==> src/rtl/cpu_mode_loader.sv <==
// Front-panel mode sequencer and program loader: debounced keys step IDLE/IN/CHECK/RUN,
// load switch bytes into program RAM and step a read address for inspection.
module cpu_mode_loader #(
    parameter int unsigned ADDR_W     = 8,
    parameter int unsigned DEB_CYCLES = 4
) (
    input  logic              clk,
    input  logic              rst,
    input  logic              mode_key,
    input  logic              wr_key,
    input  logic              step_key,
    input  logic [7:0]        sw_data,
    output logic [1:0]        cpustate,
    output logic [ADDR_W-1:0] addr,
    output logic [7:0]        ld_data,
    output logic              ld_we,
    output logic              chk_re,
    output logic              full,
    output logic              run_start
);
    localparam int unsigned        NKEY     = 3;
    localparam int unsigned        CNT_W    = $clog2(DEB_CYCLES + 1);
    localparam logic [CNT_W-1:0]   DEB_LAST = CNT_W'(DEB_CYCLES - 1);
    localparam logic [ADDR_W-1:0]  ADDR_MAX = '1;

    typedef enum logic [1:0] {
        S_IDLE  = 2'b00,
        S_IN    = 2'b01,
        S_CHECK = 2'b10,
        S_RUN   = 2'b11
    } state_e;

    logic [NKEY-1:0]   key_raw;
    logic [NKEY-1:0]   sync1_q, sync1_d, sync2_q, sync2_d;
    logic [NKEY-1:0]   deb_q, deb_d, deb_prev_q, deb_prev_d;
    logic [CNT_W-1:0]  cnt_q [NKEY];
    logic [CNT_W-1:0]  cnt_d [NKEY];
    logic [NKEY-1:0]   press_c;
    logic              mode_press_c, wr_press_c, step_press_c;

    state_e            state_q, state_d;
    logic [ADDR_W-1:0] addr_q, addr_d;
    logic [7:0]        ld_data_q, ld_data_d;
    logic              ld_we_q, ld_we_d;
    logic              chk_re_q, chk_re_d;
    logic              full_q, full_d;
    logic              run_start_q, run_start_d;

    assign key_raw = {step_key, wr_key, mode_key};

    // Synchronize, then flip the debounced level after DEB_CYCLES consecutive differing samples.
    always_comb begin : key_path
        sync1_d    = key_raw;
        sync2_d    = sync1_q;
        deb_d      = deb_q;
        deb_prev_d = deb_q;
        for (int k = 0; k < NKEY; k++) begin
            cnt_d[k] = '0;
            if (sync2_q[k] != deb_q[k]) begin
                if (cnt_q[k] == DEB_LAST) begin
                    deb_d[k] = sync2_q[k];
                end else begin
                    cnt_d[k] = cnt_q[k] + CNT_W'(1);
                end
            end
        end
    end

    assign press_c      = deb_q & ~deb_prev_q;
    assign mode_press_c = press_c[0];
    assign wr_press_c   = press_c[1];
    assign step_press_c = press_c[2];

    always_ff @(posedge clk) begin : state_reg
        if (rst) begin
            sync1_q     <= '0;
            sync2_q     <= '0;
            deb_q       <= '0;
            deb_prev_q  <= '0;
            for (int k = 0; k < NKEY; k++) cnt_q[k] <= '0;
            state_q     <= S_IDLE;
            addr_q      <= '0;
            ld_data_q   <= '0;
            ld_we_q     <= 1'b0;
            chk_re_q    <= 1'b0;
            full_q      <= 1'b0;
            run_start_q <= 1'b0;
        end else begin
            sync1_q     <= sync1_d;
            sync2_q     <= sync2_d;
            deb_q       <= deb_d;
            deb_prev_q  <= deb_prev_d;
            for (int k = 0; k < NKEY; k++) cnt_q[k] <= cnt_d[k];
            state_q     <= state_d;
            addr_q      <= addr_d;
            ld_data_q   <= ld_data_d;
            ld_we_q     <= ld_we_d;
            chk_re_q    <= chk_re_d;
            full_q      <= full_d;
            run_start_q <= run_start_d;
        end
    end

    always_comb begin : next_state
        state_d = state_q;
        if (mode_press_c) begin
            state_d = state_e'(state_q + 2'd1);
        end
    end

    // Mode press wins over wr/step; a strobe already issued still finishes but its increment yields to mode entry.
    always_comb begin : outputs
        addr_d      = addr_q;
        ld_data_d   = ld_data_q;
        ld_we_d     = 1'b0;
        full_d      = full_q;
        chk_re_d    = (state_d == S_CHECK);
        run_start_d = (state_d == S_RUN) && (state_q != S_RUN);
        if (ld_we_q) begin
            if (addr_q == ADDR_MAX) begin
                full_d = 1'b1;
            end else begin
                addr_d = addr_q + ADDR_W'(1);
            end
        end
        if (mode_press_c) begin
            case (state_d)
                S_IN: begin
                    addr_d = '0;
                    full_d = 1'b0;
                end
                S_CHECK: addr_d = '0;
                default: addr_d = addr_q;
            endcase
        end else if ((state_q == S_IN) && wr_press_c && !full_q) begin
            ld_we_d   = 1'b1;
            ld_data_d = sw_data;
        end else if ((state_q == S_CHECK) && step_press_c) begin
            addr_d = addr_q + ADDR_W'(1);
        end
    end

    assign cpustate  = state_q;
    assign addr      = addr_q;
    assign ld_data   = ld_data_q;
    assign ld_we     = ld_we_q;
    assign chk_re    = chk_re_q;
    assign full      = full_q;
    assign run_start = run_start_q;
endmodule

==> config.mk <==
export PLATFORM = sky130hd
export DESIGN_NAME = cpu_mode_loader
export DESIGN_NICKNAME = d
export VERILOG_FILES = /design/src/rtl/cpu_mode_loader.sv
export SDC_FILE = /design/constraint.sdc
export NUM_CORES = 1
export LEC_CHECK = 0
export ABC_AREA = 0
export BUFFER_PORTS_ARGS = -buffer_cell sky130_fd_sc_hd__buf_2
export CORE_UTILIZATION = 35
export CTS_CLUSTER_SIZE = 16
export DETAILED_ROUTE_END_ITERATION = 12
export PLACE_DENSITY = 0.58
export RECOVER_POWER = 50
export SYNTH_ARGS = -nofsm -noshare
export SYNTH_HDL_FRONTEND = slang
export SYNTH_SLANG_ARGS = --single-unit
==> constraint.sdc <==
create_clock -name clk -period 2.5 [get_ports clk]
set_input_delay 0.5 -clock clk [delete_from_list [all_inputs] [get_ports clk]]
set_output_delay 0.5 -clock clk [all_outputs]
set_load 0.005 [all_outputs]
## After elaboration in Yosys (flattened, before gate mapping)

Memory sizes are Yosys's and may differ from the RTL's.
Cells that the tools add are included.

- Bits in registers: 34
- Logic and storage cells: 74
- Input bits: 13
- Output and inout port bits: 22
- RAM bits: 9
- Memories: 1

- Multiplexer cells: 24
- Reductions and logical operators: 11
- Add/subtract/negate cells: 5
- Bitwise logic cells: 6
- Eq/ne operators: 14

Memory list:

| name | depth | bits a word | rd ports | clocked after memory_dff | wr ports | RTL line | RTL |
|---|---|---|---|---|---|---|---|
| cnt_q | 3 | 3 | 3 | 0 | 3 | 36 | `logic [CNT_W-1:0] cnt_q [NKEY];` |

Operator list:

| kind | number |
|---|---|
| 8-bit 2-to-1 mux | 6 |
| 3-bit 2-to-1 mux | 9 |
| 3-bit by 1-bit adder with 3-bit output, second input constant | 3 |
| 3-bit by 2-bit equality test with 1-bit output, second input constant | 3 |
| 8-bit by 1-bit adder with 8-bit output, second input constant | 1 |
| 8-bit equality test, second input constant | 1 |
| 1-bit 2-to-1 mux | 8 |
| 2-bit AND reduction | 4 |
| 2-bit equality test, second input constant | 3 |
| 2-bit by 1-bit equality test with 1-bit output, second input constant | 2 |
| 1-bit logical AND | 4 |
| 2-bit != test, second input constant | 2 |
| 2-bit OR reduction | 2 |
| 3-bit AND | 1 |
| 1-bit != test | 3 |
| 3-bit inverter | 1 |
| 1-bit bitwise OR | 3 |
| 2-bit by 1-bit adder with 2-bit output, second input constant | 1 |
| 2-bit 2-to-1 mux | 1 |
| 1-bit logical NOT | 1 |
| 1-bit inverter | 1 |

## Depth between registers and ports, before layout

Gate-level depths: netlist of the first run.

- Word-level depth: 7
- Gate-level depth with buffers: 10
- Mapped depth without buffers: 10

## Worst setup path before layout of the first run

Ideal clock, no wire load.

- Path kind: flip-flop to flip-flop
- From: reg deb_q[0], in the netlist deb_prev_d[0]
- To: reg addr_q[4], in the netlist addr[4]
- Cell stages (with the launch flop): 10
- Path slack: 0.337 ns
- Path buffers: 2
- Period minus slack after synthesis: 2.163 ns
- Required time: 2.421 ns
- Data arrival time: 2.083 ns
- Library setup time: 0.079 ns
- Cell sequence: dfxtp_1 or2b_1 clkbuf_1 clkbuf_1 a21oi_1 inv_1 ha_1 a21oi_1 nand3_1 a22oi_1

- Word-level cells in the longest chain between the ends: 5
- Elaborated cells between the ends (all ways): 7
- Classes of those cells: 3 x eq/ne; 2 x mux; 1 x bitwise; 1 x reduce/logical

RTL lines:

| element | RTL line | RTL |
|---|---|---|
| start: declaration | 35 | `logic [NKEY-1:0] deb_q, deb_d, deb_prev_q, deb_prev_d;` |
| start signal: assignment | 78 | `deb_q <= '0;` |
| start signal: assignment | 91 | `deb_q <= deb_d;` |
| 3-bit AND (*) | 69 | `assign press_c = deb_q & ~deb_prev_q;` |
| 2-bit 2-to-1 mux (*) | 106 | `if (mode_press_c) begin` |
| named net state_d[1] | 41 | `state_e state_q, state_d;` |
| 2-bit equality test or 2-bit by 1-bit equality test with 1-bit output (tied branches) | 127 | `case (state_d)` |
| 2-bit OR reduction (no source line) (*) | - |  |
| 2-bit != test (no source line) (*) | - |  |
| end signal: assignment | 95 | `addr_q <= addr_d;` |
| end: declaration | 42 | `logic [ADDR_W-1:0] addr_q, addr_d;` |

The timed path passes the listed nets; every way through them passes the cells marked *.
A chain may end at the register's enable or synchronous reset.

## Worst setup path in the final report of the first run

- From: reg state_q[0], in the netlist cpustate[0]
- To: reg addr_q[4], in the netlist addr[4]

- Word-level cells in the longest chain between the ends: 5
- Elaborated cells between the ends (all ways): 14
- Classes of those cells: 1 x add/sub; 5 x eq/ne; 4 x mux; 4 x reduce/logical

RTL lines:

| element | RTL line | RTL |
|---|---|---|
| start: declaration | 41 |  |
| start signal: assignment | 94 | `state_q <= state_d;` |
| 2-bit by 1-bit adder with 2-bit output (*) | 107 | `state_d = state_e'(state_q + 2'd1);` |
| 2-bit 2-to-1 mux (*) | 106 |  |
| named net state_d[1] | 41 |  |
| 2-bit equality test or 2-bit by 1-bit equality test with 1-bit output (tied branches) | 127 |  |
| 2-bit OR reduction (no source line) (*) | - |  |
| 2-bit != test (no source line) (*) | - |  |

Marks and branches as above.

==> results of run 1 <==
## kinds of logic after synthesis
group	synth area share (%)
AOI/OAI and AO/OA	12.3
xor gates and xnor gates	1.92
adders and majority gates	8.90
buffers and inverters	4.59
DFF	47.1
muxes	3.29
and+or+nand+nor	22.0
## flip-flops by register name, summed over array words and instances, names as in the netlist
signal      cells
sync2_q         3
run_start       1
deb_prev_d      3
ld_we           1
cnt_q           9
deb_prev_q      3
addr            8
ld_data         8
full            1
sync1_q         3
chk_re          1
cpustate        2
## worst reg2reg max path, stage by stage, from the launching register on
cell,delay (ns)
dfxtp_1,0.43
inv_1,0.07
ha_1,0.27
nor2_1,0.04
a21oi_1,0.20
inv_1,0.10
ha_1,0.34
a21oi_1,0.39
nand3_1,0.14
a22oi_1,0.18
## synthesized netlist by cell type (all sizes together), types with 4 or more instances
cell	number
or3	4
clkbuf	6
nor2b	11
a21oi	16
nor2	18
xnor2	4
ha	13
dfxtp	43
nand3	14
mux2i	6
inv	12
nand2	19
## worst min-delay path by stage
stage                        to  slack (ns)         from  cells past startpoint
finish               sync1_q[0]        0.42     mode_key                      2
global route         sync1_q[1]        0.41       wr_key                      2
CTS                  sync1_q[0]        0.41     mode_key                      2
detailed placement  cnt_q[0][6]        0.41  cnt_q[0][6]                      1
global placement    cnt_q[0][3]        0.41  cnt_q[0][3]                      1
floorplan           cnt_q[0][0]        0.40  cnt_q[0][0]                      1
## report_power, final
group          total (uW)  switching, uW  internal, uW  leakage, uW
clock                 627            228           399    0.0000654
combinational        45.1           22.5          22.7     0.000469
sequential            703           8.93           694     0.000348
total                1380            259          1120     0.000883
## per-stage QoR
step / setup WS [ns] / hold WS, ns / util, % / cells
after floorplan: 0.337 / 0.399 / - / 200
after global placement: 0.377 / 0.409 / 42.0 / 294
after detailed placement: 0.335 / 0.410 / 42.0 / 294
after CTS: 0.283 / 0.405 / 44.7 / 302
after global routing: 0.0519 / 0.408 / 44.6 / 302
final: 0.278 / 0.416 / 44.6 / 302
## layout by cell type, fill, tap and decap left out, types with 2 or more instances in the layout
cell type,synthesis,layout
dfxtp_1,43,43
buf_2,1,30
nand2_1,19,19
nor2_1,18,18
a21oi_1,16,16
nand3_1,14,14
ha_1,13,13
inv_1,12,12
nor2b_1,10,10
mux2i_1,6,6
clkbuf_8,0,5
xnor2_1,4,4
or3_1,4,4
clkbuf_1,6,4
o21ai_0,3,3
nor3_1,3,3
or2_2,3,3
o211ai_1,3,3
nor4_1,2,2
o22ai_1,2,2
a211oi_1,2,2
o21a_1,2,2
a21o_1,2,2
bufinv_16,0,2
## metal layers
metal  vias up  part of all wire, %  global-route usage, %
met4         0                  1.6                   5.66
met1       676                   50                   17.9
li1        748                    -                      -
met5         -                    0                      0
met3         7                  4.7                   4.47
met2        34                   44                   23.7
## layout make-up
class	instances	share of cell area, %
clock inverter	2	2.76
clock buffer	6	3.33
timing repair buffer	35	7.93
multi-input combinational	137	40.6
sequential	43	39.5
tap	67	3.85
inverter	12	2.07
==> results.cfg, run 1 <==
[power_and_ir_drop]
p_leak_uw = 0.000883
power_uw = 1380
ir_drop_v = 0.000368
power_density_mw_per_mm2 = 631

[yosys]
ys_async_sr_fraction_pct = 0
ys_warn_count = 0
syn-num-nets = 226
synth_ff_type = dfxtp_1
ys_seq_elements = 43
synth_edf_count = 0
synthCells = 200
ys_seq_area_share_pct = 47.1
yosysTopAreaCell = dfxtp_1
syn_avg_cell_area_um2 = 9.14
syn_area_mm2 = 0.00183
yosys.area.top_type_share_pct = 47.1
synth_top_cells_by_area = dfxtp_1 (47%), ha_1 (8.9%), a21oi_1 (4.4%)
synth_cell_types = 34

[sta]
max_freq_mhz = 450
fin_skew_ns = 0.00787
period_share_pct = 88.9
max-slew-margin-rel_pct = -10.6
worstMarginPinSlew_ns = 1.66
finalWorstPathRequiredPeriod_ns = 2.22
hold_viol = 0
rsz0062_at_grt = no
setup_tns_ns = 0
slew_viol_final = 38
setup_viol = 0

[routing]
first_pass_iters = 4
drt_iter0_markers = 118
drc_errors = 0
routed_wl_um = 3590
wl_per_cell_um = 11.9
ant_nets = 0
routed-via-count = 1465
avgViaCountPerCell = 4.85

[clocking]
cts_resized = 0
clk_path_buf_depth = 2
numCtsBuffers = 5
clock-sinks = 43
root_buffer = clkbuf_8
post_cts_buffers = 0
cts_hold_buf = 0
cts_tree = yes
path_clk_slew_ns = 0.08
h-tree-depth = 2
insertion_delay_ns = 0.29

[floorplanning]
start_util_pct = 37.5
core_area_mm2 = 0.00488
rows = 25
die-height_um = 74.3
io_pins = 35
dieArea_mm2 = 0.00552
die_width_um = 74.3

[placement]
hpwl_um = 2460
gp_congestion = 0.826
port-buffer-count = 34
place_area_mm2 = 0.00205

[global_route]
antenna_found_initial = 0
grt_pass1_wl_um = 6040
grt_use_total_pct = 14.5
grt.overflow.total = 0
grt_start_max_net_pins = 38
grt_pass1_vias = 1380

[setup_path]
cp_top_family = compound AO/OA/AOI/OAI gates
cp-start-kind = flip-flop
crit_buf_inv = 2
cp.depth = 9
worst_path_max_delay_cell = dfxtp_1
end_kind = flip-flop
reg2reg_from = cpustate[0]
crit_start = cpustate[0]
slowest_delay_ns = 0.43
worst-setup-path-type = flip-flop to flip-flop
endpoint = addr[4]
r2r_slack_ns = 0.28
reg2reg_to = addr[4]
cp.required_ns = 2.72
arrival_ns = 2.44
r2r_cells = 9
path_cells = inv_1 -> ha_1 -> nor2_1 -> a21oi_1 -> inv_1 -> ha_1 -> a21oi_1 -> nand3_1 -> a22oi_1
path_max_fanout = 6

[min_path]
hold_class = input port to flip-flop

[status]
violations = max-capacitance violations, max-slew violations
status = finished with violations

[finish]
layout-drive-gt1-share_pct = 18.7
syn_to_final_growth_pct = 19.2
seqCellArea_um2 = 861
design_area_mm2 = 0.00218
multiInputGateArea_um2 = 883
n_antenna_cell = 0
fillers = 509
fin_nets = 260

[job]
max-cap-violations = 1
(Power assumes the default switching activity.)
==> run 2: changes to the inputs <==
Settings changed: CORE_ASPECT_RATIO from default to 1.1, PLACE_DENSITY 0.58 to 0.6.
Clock period 2.5 ns to 2 ns, I/O delays scaled along.
==> results.cfg, run 2 (synthesis results as in run 1) <==
[status]
status = completed

[sta]
fin_skew_ns = 0.00461
worstMarginPinSlew_ns = 0.686
final.setup.worst_slack_ns = 0.163
rsz0062_at_grt = yes
finalWorstPathRequiredPeriod_ns = 1.84
max-slew-margin-rel_pct = 54.2
period_share_pct = 91.8
setup_viol = 0
hold_viol = 0
setup_tns_ns = 0
slew_viol_final = 0
max_freq_mhz = 544

[finish]
final_common_cell = dfxtp_1
multiInputGateArea_um2 = 911
fin_nets = 266
layout-drive-gt1-share_pct = 23.7
n_antenna_cell = 0
instances_no_fill = 299
syn_to_final_growth_pct = 20.1
seqCellArea_um2 = 863
largest_reg_flops = 9
regMostFlops = cnt_q
mostFrequentLayoutCells = dfxtp_1 (41), buf_2 (33), nand2_1 (19)
fillers = 498

[floorplanning]
io_pins = 35
core_area_mm2 = 0.00500
dieArea_mm2 = 0.00552
start_util_pct = 36.6
rows = 27
die_width_um = 70.9
die-height_um = 77.8

[setup_path]
worst-setup-path-type = flip-flop to flip-flop
arrival_ns = 2.05
cp.required_ns = 2.22
cp-start-kind = flip-flop
end_kind = flip-flop
path_max_fanout = 5
r2r_cells = 6

[clocking]
cts_tree = yes
insertion_delay_ns = 0.29
numCtsBuffers = 5
root_buffer = clkbuf_8
h-tree-depth = 2
post_cts_buffers = 0
clk_path_buf_depth = 2
clock-sinks = 43
path_clk_slew_ns = 0.08

[routing]
drt_iter0_markers = 53
ant_nets = 0
routed-via-count = 1461
drc_errors = 0
routed_wl_um = 3530
wl_per_cell_um = 11.8
avgViaCountPerCell = 4.89
first_pass_iters = 6

[global_route]
grt_start_max_net_pins = 38
use_met2_pct = 21.1
grt_pass1_vias = 1330
grt_pass1_wl_um = 5890
top_usage_layer = met2
grt.overflow.total = 0
grt_util_met1_pct = 16.9
antenna_found_initial = 0
grt_use_total_pct = 13.4
met3_usage_pct = 3.25

[power_and_ir_drop]
ir_drop_v = 0.000363
power_density_mw_per_mm2 = 669
p_leak_uw = 0.000897
power_uw = 1470

[placement]
pre_cts_slack_ns = 0.0759
gp_congestion = 0.769
hpwl_um = 2530
post-place-cells = 291
port-buffer-count = 34

[min_path]
hold_class = input port to flip-flop
hold_depth = 2

[job]
max-cap-violations = 0
[run 2: per-stage QoR]
step / hold slack [ns] / area [um^2] / util (%)
floorplan: 0.399 / 1840 / -
global placement: 0.414 / 2090 / 41.8
detailed placement: 0.417 / 2090 / 41.8
CTS: 0.295 / 2180 / 43.5
global route: 0.307 / 2190 / 43.9
finish: 0.311 / 2190 / 43.9
[run 2: where the power goes]
part	internal, uW	switching (uW)	total (uW)	leakage [uW]
registers	868	10.5	878	0.000349
clock network	244	289	533	0.0000412
logic	29.1	28.8	57.9	0.000507
total	1140	328	1470	0.000897
[run 2: cell type report]
cell class / count / area share [%]
flip-flops and latches: 43 / 39.3
clock buffers: 6 / 3.31
clock inverters: 2 / 0.570
repair buffers: 41 / 9.92
multi-input cells: 137 / 41.5
well taps: 58 / 3.31
inverters: 12 / 2.05
[run 2: per-layer routing]
metal	part of all wire (%)	wire length, um	vias to the layer above
li1	-	-	764
met1	47	1670	656
met2	46	1630	32
met3	3.8	133	9
met4	2.4	86	0
met5	0	0	-
[run 2: critical path: stages, from the launching register on]
cell and delay (ns):
dfxtp_2 0.37, inv_1 0.05, ha_1 0.16, and4bb_1 0.20
or3_1 0.41, a2111o_1 0.38, a22oi_1 0.18
[run 2: final timing paths]
check / end / slack, ns / start
hold / removal: sync1_q[2] / 0.31 / step_key
setup reg to reg: addr[4] / 0.16 / cpustate[1]
hold reg to reg: cnt_q[0][3] / 0.42 / cnt_q[0][3]
setup / recovery: addr[4] / 0.16 / cpustate[1]
[run 2: repair_timing]
action,in CTS,in global routing
gates resized for setup,0,4
hold buffers,0,0
setup endpoints to repair,0,3
